### src/rtl/ofm_fifo_to_ram_if.sv
// FIFO read side and RAM write side of the OFM tile drain.
// The drain engine holds the master modport; the FIFO/RAM side holds slave.
interface ofm_fifo_to_ram_if #(
  parameter int AW = 32,
  parameter int DW = 32
);
  logic          fifo_pop;
  logic          fifo_empty;
  logic [DW-1:0] data_from_fifo;
  logic          ram_wena;
  logic [AW-1:0] ram_addr;
  logic [DW-1:0] data_to_ram;

  modport master (
    output fifo_pop,
    input  fifo_empty,
    input  data_from_fifo,
    output ram_wena,
    output ram_addr,
    output data_to_ram
  );

  modport slave (
    input  fifo_pop,
    output fifo_empty,
    output data_from_fifo,
    input  ram_wena,
    input  ram_addr,
    input  data_to_ram
  );
endinterface

### src/rtl/ofm_fifo_to_ram.sv
// Drains one padded output-feature-map tile from the output FIFO into out_fm RAM,
// dropping words whose (m, r, c) position falls outside the feature map.
//
// state | meaning
// IDLE  | waiting for start
// XFER  | popping one word per non-empty cycle, tc -> tr -> tm order
// DRAIN | last write on the RAM port
// DONE  | done pulse, start ignored
module ofm_fifo_to_ram #(
  parameter int AW = 32,
  parameter int DW = 32,
  parameter int M  = 32,
  parameter int R  = 16,
  parameter int C  = 16,
  parameter int Tm = 8,
  parameter int Tr = 4,
  parameter int Tc = 4
) (
  input  logic          clk,
  input  logic          rst,
  input  logic          start,
  output logic          done,
  input  logic [AW-1:0] tile_base_m,
  input  logic [AW-1:0] tile_base_r,
  input  logic [AW-1:0] tile_base_c,
  ofm_fifo_to_ram_if.master bus
);

  typedef enum logic [1:0] {
    ST_IDLE  = 2'd0,
    ST_XFER  = 2'd1,
    ST_DRAIN = 2'd2,
    ST_DONE  = 2'd3
  } state_e;

  localparam logic [AW-1:0] PLANE  = AW'(R * C);
  localparam logic [AW-1:0] ROWLEN = AW'(C);
  localparam logic [AW-1:0] M_LIM  = AW'(M);
  localparam logic [AW-1:0] R_LIM  = AW'(R);
  localparam logic [AW-1:0] C_LIM  = AW'(C);
  localparam logic [AW-1:0] TC_MAX = AW'(Tc - 1);
  localparam logic [AW-1:0] TR_MAX = AW'(Tr - 1);
  localparam logic [AW-1:0] TM_MAX = AW'(Tm - 1);

  state_e        state_q, state_d;
  logic [AW-1:0] tc_q, tc_d;
  logic [AW-1:0] tr_q, tr_d;
  logic [AW-1:0] tm_q, tm_d;
  logic [AW-1:0] ram_addr_q, ram_addr_d;
  logic          ram_wena_q, ram_wena_d;

  logic          pop;
  logic          tc_wrap, tr_wrap, tm_wrap;
  logic          last_pop;
  logic [AW-1:0] ch, row, col;
  logic [AW-1:0] addr;
  logic          legal;

  // ---------------- FSM: state register ----------------
  always_ff @(posedge clk or negedge rst) begin
    if (!rst) state_q <= ST_IDLE;
    else      state_q <= state_d;
  end

  // ---------------- FSM: next state ----------------
  always_comb begin
    state_d = state_q;
    unique case (state_q)
      ST_IDLE:  if (start) state_d = ST_XFER;
      ST_XFER:  if (last_pop) state_d = ST_DRAIN;
      ST_DRAIN: state_d = ST_DONE;
      ST_DONE:  state_d = ST_IDLE;
      default:  state_d = ST_IDLE;
    endcase
  end

  // ---------------- FSM: outputs ----------------
  always_comb begin
    pop  = (state_q == ST_XFER) && !bus.fifo_empty;
    done = (state_q == ST_DONE);
  end

  // ---------------- tile counters ----------------
  always_comb begin
    tc_wrap  = (tc_q == TC_MAX);
    tr_wrap  = (tr_q == TR_MAX);
    tm_wrap  = (tm_q == TM_MAX);
    last_pop = pop && tc_wrap && tr_wrap && tm_wrap;

    tc_d = tc_q;
    tr_d = tr_q;
    tm_d = tm_q;
    if (state_q == ST_IDLE && start) begin
      tc_d = '0;
      tr_d = '0;
      tm_d = '0;
    end else if (pop) begin
      tc_d = tc_wrap ? '0 : tc_q + 1'b1;
      if (tc_wrap) begin
        tr_d = tr_wrap ? '0 : tr_q + 1'b1;
        if (tr_wrap) tm_d = tm_wrap ? '0 : tm_q + 1'b1;
      end
    end
  end

  // ---------------- address and bounds ----------------
  // All arithmetic wraps at AW bits; legality is judged on the wrapped coordinates.
  always_comb begin
    ch    = tile_base_m + tm_q;
    row   = tile_base_r + tr_q;
    col   = tile_base_c + tc_q;
    addr  = ch * PLANE + row * ROWLEN + col;
    legal = (ch < M_LIM) && (row < R_LIM) && (col < C_LIM);
  end

  always_comb begin
    ram_wena_d = pop && legal;
    ram_addr_d = pop ? addr : ram_addr_q;
  end

  always_ff @(posedge clk or negedge rst) begin
    if (!rst) begin
      tc_q       <= '0;
      tr_q       <= '0;
      tm_q       <= '0;
      ram_wena_q <= 1'b0;
      ram_addr_q <= '0;
    end else begin
      tc_q       <= tc_d;
      tr_q       <= tr_d;
      tm_q       <= tm_d;
      ram_wena_q <= ram_wena_d;
      ram_addr_q <= ram_addr_d;
    end
  end

  // FIFO data arrives the cycle after the pop, aligned with the registered address.
  assign bus.fifo_pop    = pop;
  assign bus.ram_wena    = ram_wena_q;
  assign bus.ram_addr    = ram_addr_q;
  assign bus.data_to_ram = bus.data_from_fifo;

endmodule

### src/flat_wrapper.sv
// flat-port wrapper written by rule: the top's interface ports become plain ports
module ofm_fifo_to_ram_flat 
#(
  parameter int AW = 32,
  parameter int DW = 32,
  parameter int M  = 32,
  parameter int R  = 16,
  parameter int C  = 16,
  parameter int Tm = 8,
  parameter int Tr = 4,
  parameter int Tc = 4
)
  (clk, rst, start, done, tile_base_m, tile_base_r, tile_base_c, bus_fifo_pop, bus_fifo_empty, bus_data_from_fifo, bus_ram_wena, bus_ram_addr, bus_data_to_ram);
  ofm_fifo_to_ram_if #(.AW(AW), .DW(DW)) bus_i ();
  input  logic clk;
  input  logic rst;
  input  logic start;
  output logic done;
  input  logic [AW-1:0] tile_base_m;
  input  logic [AW-1:0] tile_base_r;
  input  logic [AW-1:0] tile_base_c;
  output wire logic [$bits(bus_i.fifo_pop)-1:0] bus_fifo_pop;
  input wire logic [$bits(bus_i.fifo_empty)-1:0] bus_fifo_empty;
  input wire logic [$bits(bus_i.data_from_fifo)-1:0] bus_data_from_fifo;
  output wire logic [$bits(bus_i.ram_wena)-1:0] bus_ram_wena;
  output wire logic [$bits(bus_i.ram_addr)-1:0] bus_ram_addr;
  output wire logic [$bits(bus_i.data_to_ram)-1:0] bus_data_to_ram;
  assign bus_fifo_pop = bus_i.fifo_pop;
  assign bus_i.fifo_empty = bus_fifo_empty;
  assign bus_i.data_from_fifo = bus_data_from_fifo;
  assign bus_ram_wena = bus_i.ram_wena;
  assign bus_ram_addr = bus_i.ram_addr;
  assign bus_data_to_ram = bus_i.data_to_ram;
  ofm_fifo_to_ram #(.AW(AW), .DW(DW), .M(M), .R(R), .C(C), .Tm(Tm), .Tr(Tr), .Tc(Tc)) u_core (.clk(clk), .rst(rst), .start(start), .done(done), .tile_base_m(tile_base_m), .tile_base_r(tile_base_r), .tile_base_c(tile_base_c), .bus(bus_i));
endmodule
### config.mk
export PLATFORM = sky130hd
export DESIGN_NAME = ofm_fifo_to_ram_flat
export DESIGN_NICKNAME = d
export VERILOG_FILES = /design/src/rtl/ofm_fifo_to_ram_if.sv /design/src/rtl/ofm_fifo_to_ram.sv /design/src/flat_wrapper.sv
export SDC_FILE = /design/constraint.sdc
export NUM_CORES = 1
export LEC_CHECK = 0
export ABC_CLOCK_PERIOD_IN_PS = 7000
export CAP_MARGIN = 20
export CORE_ASPECT_RATIO = 1.4
export CORE_MARGIN = 10
export CORE_UTILIZATION = 54
export DETAILED_ROUTE_END_ITERATION = 16
export HOLD_SLACK_MARGIN = 0.12
export PLACE_DENSITY = 0.89
export SKIP_LAST_GASP = 1
export SYNTH_ARGS = -nofsm -noshare
export SYNTH_HDL_FRONTEND = slang
export SYNTH_SLANG_ARGS = --single-unit
### constraint.sdc
create_clock -name clk -period 7 [get_ports clk]
set_input_delay 2.1 -clock clk [delete_from_list [all_inputs] [get_ports clk]]
set_output_delay 2.1 -clock clk [all_outputs]
set_load 0.1 [all_outputs]
==> results by group <==
Logic synthesis
  – Top cells by area, synth: dfrtp_1, ha_1, xor2_1
  – Mean area per synthesized cell: 8.27 µm²
  – Net Count, Synth: 1870
  – Post-Syn Instances: 1580
  – Post-synth EDFFs: 0
  – FFs w/ async S/R, synth: 1.00
  – YS warnings: 0
  – Mapped cell area: 0.0131 mm²
  – Synth unique cells: 78
  – Post-synth top area share: 0.251
  – Top FF cell, synth: dfrtp_1
  – Synth area leader: dfrtp_1
  – Post-synthesis sequential area ratio: 0.251
  – Yosys reg bits: 131

Detailed routing
  – Initial drt markers: 1284
  – DRC viols: 0
  – Average wire per standard cell: 20.1 µm
  – Final WL: 42700 µm
  – Vias/cell: 6.14
  – Vias: 13100
  – First-pass DRT Iterations: 8
  – Antenna-violating nets left: 0

Global route
  – Global Route Usage Sum: 0.274
  – Grt ovf: 0
  – First-pass GRT wire length: 67400 µm
  – Largest net degree at the start of global routing: 63
  – Initial antenna violation count: 0
  – Vias in the first global route: 13000

Clocking
  – Clk pin slew, worst setup/hold paths: 60 ps
  – TritonCTS Buffers: 17
  – Total number of H-tree levels: 4
  – Clk root buf: clkbuf_16
  – Clk_lat worst skew: 460 ps
  – TritonCTS Sinks: 131
  – TritonCTS clock tree: built
  – Hold-fix buffers, CTS: 0
  – Largest buffer count on any clock path: 2

Layout
  – Non-Filler Instances: 2128
  – Layout cells sized above 1: 0.114
  – Number of diodes: 0
  – Fillers: 1898
  – Nets@finish: 2095
  – Layout area overhead: 23.9%
  – Commonest non-fill, non-tap cell in the layout: nand2_1
  – Most frequent cells in the layout: nand2_1, nor2_1, buf_4

STA
  – Slew margin rel.: 0.331
  – Period utilization: 0.969
  – Max-slew violations: 0
  – Fin worst setup slack: 217 ps
  – Hold Vio Cnt, Final: 0
  – Unrepaired setup endpoints after global routing: true
  – Final hold slack: 476 ps
  – Worst-Margin Slew: 1000 ps
  – Setup TNS: 0 ps
  – # setup viols final: 0
  – Clock skew: 13.1 ps
  – Minimum clock period after layout: 6780 ps
  – FMAX: 147 MHz

Placed design
  – Gpl congestion: 0.999
  – # port buffers: 134
  – Placed instance count: 2096
  – Pre-CTS worst setup slack: -422 ps
  – DP HPWL: 34400 µm

Critical path
  – CP Data Arrival Time: 7100 ps
  – Critical path data required time: 7310 ps
  – Worst-path fanout max: 4
  – CP startpoint kind: primary input
  – RR Startpoint: u_core.tc_q[0]
  – Worst Setup SP: tile_base_c[0]
  – WS Path Type: primary input to flop
  – Setup crit end kind: flop

Min path
  – Hold path startpoint: u_core.bus.ram_addr[22]
  – Hold Crit Class: flop to flop

Die
  – Rows: 67
  – Core area: 0.0239 mm²
  – Initial Utilization: 0.547
  – Die ar.: 0.0309 mm²
  – I/O pin total: 199
  – Die X: 151 µm
  – Die Ht: 204 µm

Power and ir drop
  – Maximum VDD drop: 0.000343 V
  – P per Cell Area: 271 mW/mm²
  – Leakage: 7.71 nW

Outcome
  – Status: complete, no violations

Flow run
  – Max_cap viols: 0
==> critical path: stages <==
cell and delay, ps:
clkdlybuf4s50_1 400, ha_1 220, inv_1 80, fa_2 220, nor2b_2 60, o31ai_4 230
a31oi_1 150, o21a_1 210, o21a_1 170, or2_2 330, fa_1 540, inv_1 50
ha_1 340, and4b_1 210, o21a_1 220, a41oi_2 210, a21oi_1 120, a221o_1 400
a21boi_2 160, a21oi_1 110, a31oi_1 190, xnor2_1 150, xnor2_1 140, o21ai_1 70
==> state kept, by name, summed over array words and instances (netlist names) <==
register / cells
u_core.tc_q: 32
u_core.bus.ram_wena: 1
u_core.state_q: 2
u_core.tr_q: 32
u_core.tm_q: 32
u_core.bus.ram_addr: 32
==> per-layer routing <==
layer,GRT usage,share of wire,wire (µm),vias to the layer above
li1,-,-,-,6137
met1,0.319,0.39,16500,6188
met2,0.459,0.49,21000,584
met3,0.0514,0.067,2880,148
met4,0.152,0.053,2280,0
met5,0,0,0,-
==> Yosys cell counts, types with 24 or more instances <==
master    instances
a21oi_1         107
a21o_1           46
xnor2_1          76
clkbuf_1         24
ha_1            133
o21ai_0          87
o21ai_1          27
nand4_1          29
inv_1            69
nand2_1         157
fa_1             25
nor3_1           29
nor2_1          149
xor2_1           86
nand3_1          44
buf_4            32
and3_1           34
nor4_1           32
dfrtp_1         131
==> report_power, final <==
group / internal, mW / switching, mW
logic: 0.864 / 1.59
clock network: 0.615 / 0.371
registers: 0.871 / 0.0827
==> metrics by stage <==
step	utilization	total power, mW	instance area, µm²
after detailed placement	0.646	3.34	15400
after global placement	0.646	3.29	15400
after global routing	0.678	4.61	16200
after CTS	0.673	4.36	16100
after floorplan	-	2.60	13100
final	0.678	4.39	16200
==> area by class of cell <==
class | instances | area, µm² | share of cell area
clock inverter | 12 | 179 | 0.0111
tap | 310 | 388 | 0.0240
sequential | 131 | 3280 | 0.202
multi-input combinational | 1320 | 9300 | 0.575
inverter | 69 | 259 | 0.0160
clock buffer | 20 | 457 | 0.0282
timing repair buffer | 266 | 2330 | 0.144
==> cell families (layout without fill, tap and decap cells) <==
family          Yosys count  after routing  share of synthesized area
flops                   131            131                      0.251
simple gates            574            574                      0.216
mux                       5              5                    0.00412
xor+xnor                162            162                      0.109
buf+inv                 129            367                     0.0468
fa+ha+maj               158            158                      0.166
compound gates          421            421                      0.208
==> path summary, 6_finish.rpt <==
kind / endpoint / slack, ps / cells past startpoint
min reg2reg: u_core.bus.ram_addr[22] / 480 / 2
max in group asynchronous: u_core.tm_q[18] / 4360 / 2
min in group asynchronous: u_core.tc_q[9] / 1570 / 1
min: u_core.bus.ram_addr[22] / 480 / 2
max reg2reg: u_core.bus.ram_addr[31] / 1760 / 23
max: u_core.bus.ram_addr[31] / 220 / 24
==> what timing repair did <==
item / CTS / global route
resized for setup: 0 / 21
setup endpoints to repair: 0 / 10
buffers inserted: 0 / 0
No activity file was read; power rests on OpenSTA's default activity.
